==> src/rtl/lfsr_bit_interleaver.sv <==
// LFSR-keyed bit-swap interleaver/deinterleaver.
// Each accepted word is permuted by WIDTH conditional adjacent-bit swaps.
// Bit i of the key enables the swap of bit i with bit (i-1) mod WIDTH.
// Interleave walks i from WIDTH-1 down to 0. Deinterleave walks i from 0 up,
// so the same key undoes the permutation.
// The key comes from a Fibonacci LFSR that advances once per accepted word.
`timescale 1ns/1ps

module lfsr_bit_interleaver #(
   parameter int               WIDTH = 8,
   parameter logic [WIDTH-1:0] TAPS  = 8'h1D,
   parameter logic [WIDTH-1:0] SEED  = 8'hAA
) (
   input  logic             clk,
   input  logic             rst_n,
   input  logic             reseed,
   input  logic             mode,
   input  logic             in_valid,
   output logic             in_ready,
   input  logic [WIDTH-1:0] in_data,
   output logic             out_valid,
   input  logic             out_ready,
   output logic [WIDTH-1:0] out_data,
   output logic [WIDTH-1:0] out_key
);

   // The step counter runs 0..WIDTH. The final count is the hand-off cycle
   // that moves the result into the output registers.
   localparam int SW = $clog2(WIDTH + 1);

   typedef enum logic [1:0] {
      IDLE = 2'd0,
      SWAP = 2'd1,
      DONE = 2'd2
   } state_t;

   state_t           state_q, state_d;
   logic [SW-1:0]    step_q;
   logic [WIDTH-1:0] lfsr_q;
   logic [WIDTH-1:0] lfsr_next;
   logic [WIDTH-1:0] work_q;
   logic [WIDTH-1:0] key_q;
   logic             mode_q;
   logic [WIDTH-1:0] out_data_q;
   logic [WIDTH-1:0] out_key_q;

   logic             accept;
   logic             last_step;
   logic [SW-1:0]    idx;
   logic [WIDTH-1:0] sel_i;
   logic [WIDTH-1:0] sel_p;
   logic             bit_i;
   logic             bit_p;
   logic             key_bit;
   logic             do_swap;
   logic [WIDTH-1:0] swapped;

   assign accept    = (state_q == IDLE) && in_valid;
   assign last_step = (step_q == SW'(WIDTH));
   assign in_ready  = (state_q == IDLE);
   assign out_valid = (state_q == DONE);
   assign out_data  = out_data_q;
   assign out_key   = out_key_q;

   // Fibonacci feedback: parity of the tapped bits enters at the MSB.
   assign lfsr_next = {^(lfsr_q & TAPS), lfsr_q[WIDTH-1:1]};

   // Swap position for this step and its circular lower neighbour.
   // Both positions are one-hot masks, so no variable bit indexing is needed.
   // sel_p is sel_i rotated right by one, which wraps bit 0 onto bit WIDTH-1.
   always_comb begin
      idx = mode_q ? step_q : (SW'(WIDTH - 1) - step_q);
      for (int unsigned b = 0; b < WIDTH; b++) begin
         sel_i[b] = (SW'(b) == idx);
      end
   end

   assign sel_p   = {sel_i[0], sel_i[WIDTH-1:1]};
   assign bit_i   = |(work_q & sel_i);
   assign bit_p   = |(work_q & sel_p);
   assign key_bit = |(key_q & sel_i);
   assign do_swap = (state_q == SWAP) && !last_step && key_bit;

   // Conditional exchange of the two selected bits of the work register.
   always_comb begin
      swapped = work_q;
      if (do_swap) begin
         swapped = (work_q & ~(sel_i | sel_p))
                 | ({WIDTH{bit_p}} & sel_i)
                 | ({WIDTH{bit_i}} & sel_p);
      end
   end

   // State register.
   always_ff @(posedge clk or negedge rst_n) begin
      if (!rst_n) begin
         state_q <= IDLE;
      end else begin
         state_q <= state_d;
      end
   end

   // Next-state logic for IDLE -> SWAP -> DONE -> IDLE.
   always_comb begin
      state_d = state_q;
      unique case (state_q)
         IDLE:    if (in_valid)  state_d = SWAP;
         SWAP:    if (last_step) state_d = DONE;
         DONE:    if (out_ready) state_d = IDLE;
         default: state_d = IDLE;
      endcase
   end

   // Key generator. Reseed wins over an advance in the same cycle.
   always_ff @(posedge clk or negedge rst_n) begin
      if (!rst_n) begin
         lfsr_q <= SEED;
      end else if (reseed) begin
         lfsr_q <= SEED;
      end else if (accept) begin
         lfsr_q <= lfsr_next;
      end
   end

   // Datapath: capture on accept, one swap per SWAP cycle, then publish.
   always_ff @(posedge clk or negedge rst_n) begin
      if (!rst_n) begin
         step_q     <= '0;
         work_q     <= '0;
         key_q      <= '0;
         mode_q     <= 1'b0;
         out_data_q <= '0;
         out_key_q  <= '0;
      end else if (accept) begin
         step_q <= '0;
         work_q <= in_data;
         key_q  <= lfsr_q;
         mode_q <= mode;
      end else if (state_q == SWAP) begin
         if (last_step) begin
            out_data_q <= work_q;
            out_key_q  <= key_q;
         end else begin
            work_q <= swapped;
            step_q <= step_q + 1'b1;
         end
      end
   end

endmodule

==> config.mk <==
export PLATFORM = sky130hd
export DESIGN_NAME = lfsr_bit_interleaver
export DESIGN_NICKNAME = d
export VERILOG_FILES = /design/src/rtl/lfsr_bit_interleaver.sv
export SDC_FILE = /design/constraint.sdc
export NUM_CORES = 1
export LEC_CHECK = 0
export CAP_MARGIN = 20
export CORE_MARGIN = 2
export CORE_UTILIZATION = 45
export CTS_BUF_LIST = sky130_fd_sc_hd__clkbuf_4
export DETAILED_ROUTE_END_ITERATION = 8
export GPL_TIMING_DRIVEN = 1
export PLACE_DENSITY = 0.7
export SYNTH_ARGS = -nofsm -noshare
export SYNTH_HDL_FRONTEND = slang
export SYNTH_SLANG_ARGS = --single-unit
==> constraint.sdc <==
create_clock -name clk -period 2.3 [get_ports clk]
set_input_delay 0.575 -clock clk [delete_from_list [all_inputs] [get_ports clk]]
set_output_delay 0.575 -clock clk [all_outputs]
set_load 0.02 [all_outputs]
==> out/qor.csv <==
metric,value,unit
drive_gt1_share,26.0,%
post-route-min-period,2220,ps
synth_most_common_cell,dfrtp_1,
syn-num-nets,263,
grt_use_total,19.0,%
first_global_vias,1968,
core_area,5470,sq um
hold_path_class,in2async,
synth-edff-count,0,
startpoint_type,flop,
firstDrtPassIters,4,
cts_root_buf,clkbuf_4,
synth_cells,247,
ys.flop_type,dfrtp_1,
wl,5.49,mm
dieHeight,79.2,um
post-place-ws,-109,ps
insertion_delay,360,ps
cp_slowest_cell,dfrtp_2,
synth.avg_cell_area,10.3,sq um
tritoncts,built,
p_sw,1.76,mW
status,finished clean,
critical_path.max_stage_delay,470,ps
p_seq_share,33.2,%
yosys.area_share.adder,0.983,%
yosysSeqAreaShare,46.4,%
area_delta_synth_final,24.8,%
synth_compound_area_share,13.4,%
worst_slew_pin_slew,373,ps
setup_ws,78.4,ps
skew,15.9,ps
critPathBufInv,2,
grt_antenna_before_repair,0,
setup_violations,0,
netlist.top_cell.by_area,dfrtp_1,
path_delay_family,compound AO/OA/AOI/OAI gates,
crit_chain,clkbuf_2 > and4b_1 > or2_1 > a31o_1 > o31ai_4 > buf_12 > mux2_4,
p_leak,1.41,nW
peakVddDrop,638,uV
gp_congestion,0.810,
synthTopCellsByCount,"dfrtp_1 (43), nand2_1 (42), mux2_2 (16)",
synth_xor_area_share,2.75,%
end_kind,flop,
fin_crit_sh,96.6,%
dp_cells,352,
drt_iter0_drc,77,
sw_frac_of_total,39.1,%
initial_core_util,46.5,%
diodes,0,
drt-vias-per-instance,5.44,
io_buffers,31,
dp_hpwl,3.86,mm
grt_max_degree,48,
rsz0062_at_grt,false,
powerDensity,1410,nW/um^2
cp.required,2550,ps
numCtsBuffers,5,
nNetsFinal,311,
synth_top_area_share,42.3,%
via_count,2001,
cp.depth,7,
ys_types,52,
finalHoldViolCount,0,
clk_path_buf_depth,2,
clk_pin_slew,140,ps
rows,27,
synth_top_family_by_area,simple AND/OR/NAND/NOR gates,
synth_area_leaders,"dfrtp_1 (42%), mux2_2 (7.1%), nand2_1 (6.2%)",
grt_pass1_wl,9.47,mm
io_pins,32,
yosys.area_share.simple,19.4,%
synth_area,2550,sq um
relSlewSlack,74.8,%
path_class,reg2reg,
detail-route-antenna-nets,0,
drc,0,
htreeDepth,2,
power_frac_clock,8.6,%
synth_seq_cells,47,
fin_setup_tns,0,ps
maxSlewViolCount,0,
worstPathMaxFanout,7,
p_int,2.74,mW
overflow,0,
final_cells,368,
die_area,6280,sq um
async_flop_share,100,%
fmax,450,MHz
muxShareOfSynthArea,11.8,%
reg2reg_depth,7,
clock_sinks,47,
drv_cap,0,
avgRoutedWirePerCell,14.9,um
die_width,79.2,um
yosysWarningCount,0,
arrival,2470,ps
comb_power_share,58.2,%
-- sequential cells by signal, summed over array words and instances (netlist names) --
signal / cells
mode_q: 1
lfsr_q: 8
out_data: 8
out_key: 8
step_q: 4
key_q: 8
state_q: 2
work_q: 8
-- layout by cell type (no fill, tap or decap), drive strengths merged, types with 6 or more instances in the layout --
cell,Yosys,final
inv,7,7
mux2,22,22
buf,11,27
dfrtp,43,43
clkdlybuf4s50,0,30
nand2,42,42
nor2,15,15
clkbuf,6,7
a21oi,14,14
a31oi,6,6
-- path summary, 6_finish.rpt --
check                       startpoint          end  slack, ps
min                              rst_n    work_q[0]        170
max in group asynchronous        rst_n    lfsr_q[1]       1850
min in group clk           out_data[1]  out_data[1]        520
min reg2reg                out_data[1]  out_data[1]        520
max                          step_q[1]    work_q[4]         80
max reg2reg                  step_q[1]    work_q[4]         80
-- cells by family (layout without fill, tap and decap cells) --
kind of cell,Yosys count,count (layout)
compound gates,49,49
xor+xnor,8,8
fa+ha+maj,2,2
buf+inv,24,73
flops,47,47
mux,25,25
simple gates,92,92
-- metal layers --
metal	wire length (um)	global-route usage (%)
met3	184	3.52
met2	2640	29.7
met1	2610	27.0
met5	0	0
met4	54	5.34
-- power by group through the flow --
stage / clock (mW) / sequential [mW] / combinational (mW)
floorplan: 0 / 1.57 / 1.60
global placement: 0 / 1.52 / 2.34
detailed placement: 0 / 1.53 / 2.39
global route: 0.448 / 1.55 / 2.86
finish: 0.388 / 1.49 / 2.61
CTS: 0.414 / 1.51 / 2.53
-- what timing repair did --
item / in CTS / in global routing
setup buffers: 3 / 5
resized for setup: 3 / 5
hold endpoints to repair: 0 / 0
hold buffers: 0 / 0
pin swaps: 2 / 3
endpoints found under the setup margin: 6 / 6
-- through the flow --
| step | hold slack, ps | cell area (sq um) | util, % | total power [mW] |
|---|---|---|---|---|
| 3_5_place_dp | 496 | 3030 | 55.3 | 3.92 |
| 3_3_place_gp | 483 | 3030 | 55.3 | 3.86 |
| 4_1_cts | 170 | 3130 | 57.1 | 4.45 |
| 6_report | 171 | 3180 | 58.0 | 4.49 |
| 5_1_grt | 179 | 3180 | 58.0 | 4.85 |
| 2_1_floorplan | 279 | 2550 | - | 3.16 |
-- cell type report --
class	count	area, sq um
Tap cell	72	90.1
Fill cell	483	2300
Timing Repair Buffer	58	568
Sequential cell	47	1180
Inverter	7	26.3
Clock inverter	2	13.8
Multi-Input combinational cell	176	1250
Clock buffer	6	45.0
-- worst reg2reg max path, delay by kind of cell, from the launching register on --
kind,cells,cell delay [ps]
compound gates,2,560
buf+inv,2,340
flops,1,470
mux,1,290
simple gates,2,480
No activity file was read; power rests on OpenSTA's default activity.
==> variant 1 (same flow settings) <==
`WIDTH`: 8 -> 16.
--- a/src/rtl/lfsr_bit_interleaver.sv
+++ b/src/rtl/lfsr_bit_interleaver.sv
@@ -7,7 +7,7 @@
 `timescale 1ns/1ps
 
 module lfsr_bit_interleaver #(
-   parameter int               WIDTH = 8,
+   parameter int               WIDTH = 16,
    parameter logic [WIDTH-1:0] TAPS  = 8'h1D,
    parameter logic [WIDTH-1:0] SEED  = 8'hAA
 ) (
Ports: changed (resized in_data, out_data and out_key); port bits go from 32 to 56. No check against the original RTL was run, so the function may have changed too.
==> variant 1 against the unedited design <==
- the flow now finishes with violations (setup timing)
- hold slack better by 0.33 ns
- first-iteration DRC count grew to 3.6 times the old value
- synthesized area up 93%
- setup slack worse by 0.15 ns
- power increased by 120%
- routed wire length grew to 2.7 times the old value
- largest cell class unchanged
- utilization increased by 4.5 points
- largest power group unchanged
- sequential cell count up 41
- final area up 110%
- non-clock buffer count increased by 107
- fmax is 6.2% lower
==> variant 1: results (changes against the unedited design) <==
outcome finished, violations left; violated checks setup timing; latest clock arrival within the worst-skew pair 0.48 ns (+0.12 ns); vias 4541 (+130%); PortBufs 55 (+77%); All-Layer GR Usage 26.50% (+7.5 points); top post-synthesis cells by area dfrtp_1 43%, mux2_2 8.3%, nand2_1 6.4%; Final Worst Setup Slack -0.06852 ns (-0.1469 ns); post-synthesis cell type count 59 (+13%); cts bufs inserted 9 (+4); HPWL after DPL 10470 um (+170%); Initial DRC Count 277 (+260%); max-slew headroom at the worst pin 59.28% (-16 points); worst-path maximum fanout 8 (+1); final wirelength 14730 um (+170%); # H-tree levels 3 (+1); Data arrival, critical path 2.72 ns (+0.25 ns); sequential-to-total area share from yosys stat 44.94% (-1.4 points); final setup vio count 13 (+13); reg2reg path depth 8 (+1); Psw 0.004061 W (+130%); DP Worst Slack -0.2199 ns (-0.1106 ns); FF-to-FF End work_q[14]; Worst IR Drop VDD 0.8065 mV (+26%); leakage 2.952 nW (+110%)
==> variant 1: layout make-up <==
cell class,instances,area [um2]
repair buffers,165,1486
clock inverters,6,91.34
clock buffers,10,75.07
fillers,936,4021
multi-input cells,370,2635
well taps,140,175.2
inverters,12,47.55
flip-flops and latches,88,2213
==> variant 1: worst max-delay path, stage by stage (launching register included) <==
cell and delay, ns:
dfrtp_2 0.45, buf_6 0.15, and3b_1 0.18, o2111ai_2 0.19, nand4_1 0.17, a2111oi_4 0.44
a31oi_4 0.18, buf_12 0.19, mux2_4 0.29
==> variant 1: worst max-delay path by stage <==
stage / start / endpoint / cells past startpoint
final: step_q[2] / work_q[14] / 8
after detailed placement: in_valid / work_q[14] / 7
after global placement: in_valid / work_q[14] / 7
after CTS: step_q[0] / work_q[14] / 8
after floorplan: step_q[1] / work_q[10] / 8
after global routing: step_q[2] / work_q[14] / 8
==> variant 1: per-layer routing <==
layer,vias to the layer above,routed length (um),global-route usage [%]
li1,2127,-,-
met4,0,422,9.341
met3,37,694,5.365
met2,147,7302,46.16
met1,2230,6310,32.48
met5,-,0,0
==> variant 1: per-stage QoR <==
stage / setup TNS [ns] / hold WS [ns] / cells
finish: -0.5888 / 0.5010 / 791
global route: -1.814 / 0.4916 / 791
global placement: -3.361 / 0.4714 / 756
detailed placement: -2.905 / 0.4798 / 756
CTS: -0.6256 / 0.4769 / 787
floorplan: 0 / 0.2794 / 513
==> variant 1: repair_timing <==
action,in CTS,in global routing
resized for setup,48,15
setup buffers,13,5
gates cloned,2,0
hold endpoints to repair,19,0
hold buffers,1,0
endpoints found under the setup margin,16,16
pin swaps,12,3
==> variant 1: cells by family after synthesis <==
kind of cell	after synthesis	synth area share [%]
DFF	88	44.94
AOI/OAI and AO/OA	120	16.79
buffers and inverters	55	5.656
adders and majority gates	2	0.5095
xor gates and xnor gates	6	1.070
and+or+nand+nor	192	19.31
muxes	50	11.72
==> variant 1: power groups by stage <==
stage,combinational [W],sequential [W],clock (W)
after floorplan,0.00300,0.00273,0
after global placement,0.00522,0.00265,0
after detailed placement,0.00529,0.00267,0
after CTS,0.00592,0.00265,0.00105
after global routing,0.00654,0.00272,0.00112
final,0.00611,0.00266,0.00102
==> variant 2 (same flow settings) <==
Without the edit above. Add an input register stage for `mode`, without a reset; this delays it by one clock. The other inputs are not delayed to match.
--- a/src/rtl/lfsr_bit_interleaver.sv
+++ b/src/rtl/lfsr_bit_interleaver.sv
@@ -33,6 +33,12 @@
       SWAP = 2'd1,
       DONE = 2'd2
    } state_t;
+
+   logic mode_r;
+
+   always_ff @(posedge clk) begin
+      mode_r <= mode;
+   end
 
    state_t           state_q, state_d;
    logic [SW-1:0]    step_q;
@@ -135,7 +141,7 @@
          step_q <= '0;
          work_q <= in_data;
          key_q  <= lfsr_q;
-         mode_q <= mode;
+         mode_q <= mode_r;
       end else if (state_q == SWAP) begin
          if (last_step) begin
             out_data_q <= work_q;
Check against the original RTL: no difference found for any inputs over 10 cycles, from zero or initial values and one cycle with rst_n low; that may be too few to reach the edited logic, so the function may still have changed.
==> variant 2 against the unedited design <==
- global-route usage is 0.36 points lower
- sequential cell count is 1 higher
- synthesized area is 2.0% lower
- setup slack better by 0.0096 ns
- power is 2.0% lower
- sequential power is 5% higher
- routed wire length is 2.5% lower
- final area is 2.8% lower
==> variant 2: results (changes against the unedited design) <==
most frequent cells after synthesis 43 x dfrtp_1, 41 x nand2_1, 16 x mux2_1, 14 x nor2_1; leakage 1.436 nW (+1.6%); worst-path maximum fanout 10 (+3); routability cong. 0.8298 (+2.4%); max-slew headroom at the worst pin 75.74% (+0.95 points); Worst setup endpoint work_q[5]; Inverters 5 (-2); ClkCell Share 2.592% (+0.74 points); Worst Skew 0.007633 ns (-0.008292 ns); vias in the first global route 1815 (-7.8%); share of post-route cells with drive strength above 1 18.15% (-7.9 points); Int Power 0.002706 W (-1.1%); post-CTS setup buffer count 0 (-3); Syn Inst Count 236 (-4.5%); vias 1933 (-3.4%); area of the multi-input gates 1196 um2 (-4.2%); sequential-to-total area share from yosys stat 48.14% (+1.8 points); Yosys reg bits 48 (+2.1%); comb_multi_in 167 (-5.1%); first-pass GRT wire length 8949 um (-5.5%); Cell Area, Placed 2989 um2 (-1.2%); bufs w/o clock 53 (-8.6%); Synth Net Count 252 (-4.2%); Comb pwr share 52.9% (-5.3 points); Clock Power 0.000504 W (+30%); top post-synthesis cells by area dfrtp_1 43%, mux2_1 7.2%, nand2_1 6.2%; final wirelength 5352 um (-2.5%); sequential share of cell area 38.96% (+1.7 points); Initial DRC Count 115 (+49%); Worst IR Drop VDD 0.7091 mV (+11%); All-Layer GR Usage 18.61% (-0.36 points); outcome finished, final reports clean; nets@finish 296 (-4.8%)
[variant 2: critical path, stage by stage, from the launching register on]
cell and delay [ns]:
dfrtp_1 0.52, buf_4 0.20, or2_1 0.16, o22ai_1 0.14, a311oi_1 0.38, a41o_1 0.27
buf_12 0.15, mux2_4 0.30
[variant 2: logic make-up (layout without fill, tap and decap cells)]
family | Yosys count | count (layout) | share of synthesized area [%]
simple gates | 86 | 86 | 17.95
flops | 48 | 48 | 48.14
compound gates | 47 | 47 | 13.59
mux | 25 | 25 | 12.44
buf+inv | 21 | 66 | 4.413
xor+xnor | 7 | 7 | 2.457
fa+ha+maj | 2 | 2 | 1.003
[variant 2: worst min path at each step]
stage                 from     endpoint  slack [ns]  depth (start not counted)
floorplan            rst_n     key_q[0]        0.28                          0
global placement    mode_r       mode_q        0.41                          2
detailed placement  mode_r       mode_q        0.41                          2
CTS                  rst_n       mode_q        0.17                          2
global route         rst_n  out_data[2]        0.17                          2
finish               rst_n  out_data[3]        0.16                          2
[variant 2: per-layer routing]
layer | GRT usage [%] | part of all wire [%] | vias up
li1 | - | - | 935
met1 | 25.13 | 45 | 944
met2 | 30.86 | 49 | 50
met3 | 4.368 | 4.8 | 4
met4 | 3.684 | 0.60 | 0
met5 | 0 | 0 | -
[variant 2: timing repair]
item	CTS	global route
setup endpoints to repair	0	10
gates resized for setup	0	6
hold buffers	0	0
[variant 2: per-stage QoR]
step / total power (W) / util [%] / hold slack (ns) / setup slack (ns)
floorplan: 0.003081 / - / 0.2794 / 0.1566
global placement: 0.003851 / 54.96 / 0.4104 / 0.1397
detailed placement: 0.003899 / 54.96 / 0.4132 / 0.1156
CTS: 0.004409 / 56.43 / 0.1661 / 0.007949
global route: 0.004718 / 56.80 / 0.1662 / 0.01587
finish: 0.004404 / 56.80 / 0.1592 / 0.08798
